### src/rtl/select_sequencer_if.sv
// Decode handshake and operand-stack bus for select_sequencer.
// The master modport is the sequencer side; slave is the decode/stack side.
interface select_sequencer_if #(
  parameter int STACK_ADDR = 4,
  parameter int DATA_W     = 64
);
  logic                  op_valid;
  logic                  op_ready;
  logic [7:0]            opcode;
  logic                  done;
  logic [2:0]            trap;
  logic [STACK_ADDR:0]   stack_size;
  logic                  stack_pop;
  logic [DATA_W-1:0]     stack_dout;
  logic                  stack_push;
  logic [DATA_W-1:0]     stack_din;

  modport master (
    input  op_valid, opcode, stack_size, stack_dout,
    output op_ready, done, trap, stack_pop, stack_push, stack_din
  );

  modport slave (
    output op_valid, opcode, stack_size, stack_dout,
    input  op_ready, done, trap, stack_pop, stack_push, stack_din
  );
endinterface

### src/rtl/select_sequencer.sv
// Sequencer for the WebAssembly drop (0x1A) and select (0x1B) operators on the operand stack.
// Optional macro SELECT_TRAP_CLEAR_EN adds a trap_clear input that leaves the sticky TRAP state.
module select_sequencer #(
  parameter int STACK_ADDR = 4,
  parameter int DATA_W     = 64
) (
  input  logic clk,
  input  logic reset,
`ifdef SELECT_TRAP_CLEAR_EN
  input  logic trap_clear,
`endif
  select_sequencer_if.master bus
);
  localparam logic [7:0] OP_DROP   = 8'h1A;
  localparam logic [7:0] OP_SELECT = 8'h1B;

  typedef enum logic [2:0] {
    IDLE, CHECK, POP_V2, POP_V1, LATCH_V1, PUSH, DROP_WAIT, TRAP
  } state_t;

  state_t              state_q, state_d;
  logic [7:0]          opcode_q, opcode_d;
  logic [31:0]         cond_q, cond_d;
  logic [DATA_W-1:0]   v1_q, v1_d;
  logic [DATA_W-1:0]   v2_q, v2_d;
  logic [2:0]          trap_q, trap_d;
  logic                done_q, done_d;
  logic                push_q, push_d;
  logic                ready_q, ready_d;
  logic                pop;
  logic                is_drop, is_select, underflow;

  assign is_drop   = (opcode_q == OP_DROP);
  assign is_select = (opcode_q == OP_SELECT);
  assign underflow = (is_select && (bus.stack_size < (STACK_ADDR+1)'(3))) ||
                     (is_drop   && (bus.stack_size < (STACK_ADDR+1)'(1)));

  // The condition is an i32, so only its low word is kept.
  always_comb begin
    state_d  = state_q;
    opcode_d = opcode_q;
    cond_d   = cond_q;
    v1_d     = v1_q;
    v2_d     = v2_q;
    trap_d   = trap_q;
    done_d   = 1'b0;
    push_d   = 1'b0;
    ready_d  = 1'b0;
    pop      = 1'b0;
    case (state_q)
      IDLE: begin
        ready_d = 1'b1;
        if (bus.op_valid) begin
          opcode_d = bus.opcode;
          ready_d  = 1'b0;
          state_d  = CHECK;
        end
      end
      CHECK: begin
        if (!is_drop && !is_select) begin
          trap_d  = 3'd5;
          state_d = TRAP;
        end else if (underflow) begin
          trap_d  = 3'd3;
          state_d = TRAP;
        end else begin
          pop = 1'b1;
          if (is_drop) begin
            done_d  = 1'b1;
            state_d = DROP_WAIT;
          end else begin
            state_d = POP_V2;
          end
        end
      end
      DROP_WAIT: begin
        ready_d = 1'b1;
        state_d = IDLE;
      end
      POP_V2: begin
        cond_d  = bus.stack_dout[31:0];
        pop     = 1'b1;
        state_d = POP_V1;
      end
      POP_V1: begin
        v2_d    = bus.stack_dout;
        pop     = 1'b1;
        state_d = LATCH_V1;
      end
      LATCH_V1: begin
        v1_d    = bus.stack_dout;
        push_d  = 1'b1;
        done_d  = 1'b1;
        state_d = PUSH;
      end
      PUSH: begin
        ready_d = 1'b1;
        state_d = IDLE;
      end
      TRAP: begin
`ifdef SELECT_TRAP_CLEAR_EN
        if (trap_clear) begin
          trap_d  = 3'd0;
          ready_d = 1'b1;
          state_d = IDLE;
        end
`endif
      end
      default: begin
        ready_d = 1'b1;
        state_d = IDLE;
      end
    endcase
  end

  always_ff @(posedge clk or negedge reset) begin
    if (!reset) begin
      state_q  <= IDLE;
      opcode_q <= '0;
      cond_q   <= '0;
      v1_q     <= '0;
      v2_q     <= '0;
      trap_q   <= '0;
      done_q   <= 1'b0;
      push_q   <= 1'b0;
      ready_q  <= 1'b1;
    end else begin
      state_q  <= state_d;
      opcode_q <= opcode_d;
      cond_q   <= cond_d;
      v1_q     <= v1_d;
      v2_q     <= v2_d;
      trap_q   <= trap_d;
      done_q   <= done_d;
      push_q   <= push_d;
      ready_q  <= ready_d;
    end
  end

  // Pop in CHECK depends on stack_size seen that same cycle, so it stays combinational.
  assign bus.stack_pop  = pop;
  assign bus.stack_push = push_q;
  assign bus.done       = done_q;
  assign bus.trap       = trap_q;
  assign bus.op_ready   = ready_q;
  assign bus.stack_din  = (state_q == PUSH) ? ((cond_q != 32'd0) ? v1_q : v2_q) : '0;
endmodule

### src/flat_wrapper.sv
// flat-port wrapper written by rule: the top's interface ports become plain ports
module select_sequencer_flat 
#(
  parameter int STACK_ADDR = 4,
  parameter int DATA_W     = 64
)
  (clk, reset, bus_op_valid, bus_opcode, bus_stack_size, bus_stack_dout, bus_op_ready, bus_done, bus_trap, bus_stack_pop, bus_stack_push, bus_stack_din);
  select_sequencer_if #(.STACK_ADDR(STACK_ADDR), .DATA_W(DATA_W)) bus_i ();
  input  logic clk;
  input  logic reset;
  input wire logic [$bits(bus_i.op_valid)-1:0] bus_op_valid;
  input wire logic [$bits(bus_i.opcode)-1:0] bus_opcode;
  input wire logic [$bits(bus_i.stack_size)-1:0] bus_stack_size;
  input wire logic [$bits(bus_i.stack_dout)-1:0] bus_stack_dout;
  output wire logic [$bits(bus_i.op_ready)-1:0] bus_op_ready;
  output wire logic [$bits(bus_i.done)-1:0] bus_done;
  output wire logic [$bits(bus_i.trap)-1:0] bus_trap;
  output wire logic [$bits(bus_i.stack_pop)-1:0] bus_stack_pop;
  output wire logic [$bits(bus_i.stack_push)-1:0] bus_stack_push;
  output wire logic [$bits(bus_i.stack_din)-1:0] bus_stack_din;
  assign bus_i.op_valid = bus_op_valid;
  assign bus_i.opcode = bus_opcode;
  assign bus_i.stack_size = bus_stack_size;
  assign bus_i.stack_dout = bus_stack_dout;
  assign bus_op_ready = bus_i.op_ready;
  assign bus_done = bus_i.done;
  assign bus_trap = bus_i.trap;
  assign bus_stack_pop = bus_i.stack_pop;
  assign bus_stack_push = bus_i.stack_push;
  assign bus_stack_din = bus_i.stack_din;
  select_sequencer #(.STACK_ADDR(STACK_ADDR), .DATA_W(DATA_W)) u_core (.clk(clk), .reset(reset), .bus(bus_i));
endmodule
### config.mk
export PLATFORM = sky130hd
export DESIGN_NAME = select_sequencer_flat
export DESIGN_NICKNAME = d
export VERILOG_FILES = /design/src/rtl/select_sequencer_if.sv /design/src/rtl/select_sequencer.sv /design/src/flat_wrapper.sv
export SDC_FILE = /design/constraint.sdc
export NUM_CORES = 1
export LEC_CHECK = 0
export ABC_AREA = 1
export BUFFER_PORTS_ARGS = -buffer_cell sky130_fd_sc_hd__buf_2
export CAP_MARGIN = 30
export CORE_UTILIZATION = 40
export CTS_CLUSTER_DIAMETER = 80
export DETAILED_ROUTE_END_ITERATION = 10
export GPL_TIMING_DRIVEN = 0
export SETUP_SLACK_MARGIN = 0.3
export SYNTH_ARGS = -nofsm -noshare
export SYNTH_HDL_FRONTEND = slang
export SYNTH_SLANG_ARGS = --single-unit
### constraint.sdc
create_clock -name clk -period 1.36 [get_ports clk]
set_input_delay 0.136 -clock clk [delete_from_list [all_inputs] [get_ports clk]]
set_output_delay 0.136 -clock clk [all_outputs]
set_load 0.03 [all_outputs]
==> flow_summary.ini <==
[status]
status = complete, but fails checks
violations = negative hold slack, negative setup slack

[logic_synthesis]
yosys-top-cells-area = dfrtp_1 (54%), nand2_1 (15%), nor2_1 (7.7%)
synth_seq_cells = 177
synth_seq_area_share_pct = 54.78
synth.avg_cell_area_sq_um = 7.681
synthArstFlopShare_pct = 100.0
syn_inst = 1053
yosys.area.top_type_share_pct = 54.46
synth_area_sq_um = 8088
syn_nets = 1133
synth_edf_count = 0
yosysWarnings = 0
ys.flop_type = dfrtp_1
synth_common_cells = nand2_1 (322), dfrtp_1 (176), nor2_1 (165)
synth_cell_type_count = 25
synth_top_cell_by_area = dfrtp_1
synth_most_common_cell = nand2_1

[worst_setup_path]
reg2reg_from = u_core.state_q[1]
reg2reg_to = u_core.opcode_q[6]
startpoint_type = register
startpoint = u_core.cond_q[27]
crit_arrival_ps = 2180
endpoint_kind = output port
critPathMaxFanout = 10
r2r_slack_ps = -260
crit_required_ps = 1220
cp-endpoint = bus_stack_din[27]
path_class = register to output port
r2r_cells = 9

[die]
row_count = 51
die_h_microns = 144.2
coreArea_sq_um = 19650
die_area_sq_um = 20790
top_level_ports = 151
fp.dieW_microns = 144.2
start_util_pct = 41.15

[drt]
via_count = 7275
route.antenna.remaining_nets = 0
drt_wl_total_mm = 21.97
drt_iter0_markers = 314
drc = 0
first_pass_iters = 5
viasPerCell = 4.634
wl_per_cell_microns = 14.00

[final_layout]
drive_gt1_share_pct = 32.34
diodes = 0
syn_to_final_growth_pct = 47.11
nets = 1373

[timing]
worst_pin_slew_ps = 754.9
clock.fmax_ghz = 0.4317
hold_slack_ps = -287.6
fin_crit_ps = 2317
setup_ws_ps = -956.7
slew_headroom_pct = 49.68
slew_violations = 0
rsz0062_at_grt = true
period_share_pct = 170.3
setup-tns-final_ps = -79370
fin_skew_ps = 6.220
hold_viol = 93
final-setup-viol-count = 176

[grt]
grt_max_degree = 95
grt_first_pass_wirelength_mm = 34.29
grt-ovfl-total = 0
track_usage_pct = 21.49
antenna_found_initial = 0
grt_pass1_vias = 6761

[place]
hpwl_mm = 14.60
place.gp.congestion = 0.8088
io_buffers = 150

[clock_network]
htreeDepth = 4
clockRootBuffer = clkbuf_16
cts_tree = built
clk_pin_slew_ps = 70
cts_buffer_depth = 2
hold_buffers = 43
clock_sinks = 177
numCtsBuffers = 17
clk_latency_ps = 420

[worst_hold_path]
min_path_type = input port to async pin

[power_and_ir_drop]
power.density_nw_per_um2 = 2202
total_power_mw = 26.19
power_leakage_nw = 5.857
ir_drop_mv = 1.115

[job]
drv_cap = 0
-- per-layer routing --
| layer | vias up | global-route usage [%] | wire (microns) |
|---|---|---|---|
| li1 | 3672 | - | - |
| met1 | 3440 | 30.32 | 10550 |
| met2 | 149 | 35.04 | 10450 |
| met3 | 14 | 2.517 | 796 |
| met4 | 0 | 5.706 | 176 |
| met5 | - | 0 | 0 |
-- cell type report --
class	instances	area [sq um]
Multi-Input combinational cell	673	3605
Clock inverter	9	153.9
Timing Repair Buffer	221	1675
Sequential cell	177	4434
Buffer	56	656.9
Inverter	147	556.8
Fill cell	1858	7756
Tap cell	265	331.6
Clock buffer	22	484.2
-- flip-flops by register name, indices dropped and copies added (netlist names) --
signal and count:
u_core.bus.trap 3, u_core.bus.op_ready 1, u_core.v2_q 64, u_core.opcode_q 8
u_core.bus.done 1, u_core.state_q 3, u_core.bus.stack_push 1, u_core.v1_q 64
u_core.cond_q 32
-- power by group --
group,leakage [nW],total (mW),switching (mW),internal (mW)
clock network,0.308,5.27,2.00,3.26
logic,3.40,11.6,6.98,4.66
registers,2.15,9.29,1.40,7.89
total,5.86,26.2,10.4,15.8
-- per-stage QoR --
step	std cells	area [sq um]	util [%]	setup WS [ps]
floorplan	1053	8589	-	-106.0
global placement	1468	9672	49.21	-3170
detailed placement	1469	9709	49.40	-606.5
CTS	1545	10990	55.93	-974.0
global route	1570	11900	60.54	-1110
finish	1570	11900	60.54	-956.7
-- worst min path at each step --
| stage | from | to | slack (ps) |
|---|---|---|---|
| after floorplan | reset | u_core.bus.done | -160 |
| final | reset | u_core.v1_q[9] | -290 |
| after global routing | reset | u_core.v1_q[9] | -240 |
| after detailed placement | reset | u_core.v1_q[9] | 220 |
| after global placement | bus_opcode[1] | u_core.opcode_q[1] | 370 |
| after CTS | reset | u_core.v1_q[9] | -230 |
-- cell families (layout without fill, tap and decap cells) --
logic type,Yosys count,after routing,synth area share [%]
simple gates,501,501,23.86
mux,1,1,0.1392
flops,177,177,54.78
compound gates,171,171,10.63
buf+inv,203,455,10.60
-- critical path, cell delays in order (launching register included) --
cell	delay, ps
dfrtp_1	380
nor2_1	130
nand4_1	190
nor3_4	300
buf_6	220
buf_6	170
nor2_1	80
nor2_4	90
buf_2	200
-- cells in the final DEF (no fill, tap or decap), types with 10 or more instances in the layout --
cell type	synthesis	routed
nor2_4	0	66
inv_1	144	139
o21ai_2	0	13
dlygate4sd3_1	0	43
buf_4	2	34
nand2_1	322	276
nor2_1	165	90
buf_2	34	119
o21ai_0	105	76
o21ai_1	57	73
dfrtp_1	176	173
nand2_4	0	14
buf_6	6	50
buf_8	0	11
nor2_2	1	10
nand2_2	0	32
clkbuf_16	0	19
-- repair_timing --
item                       4_1_cts  5_1_grt
resized for setup               72      272
setup buffers                    2       22
gates cloned                     0        3
setup endpoints to repair      247      247
pin swaps                        2        9
hold endpoints to repair       151       93
Power figures use the tool's default switching activity.
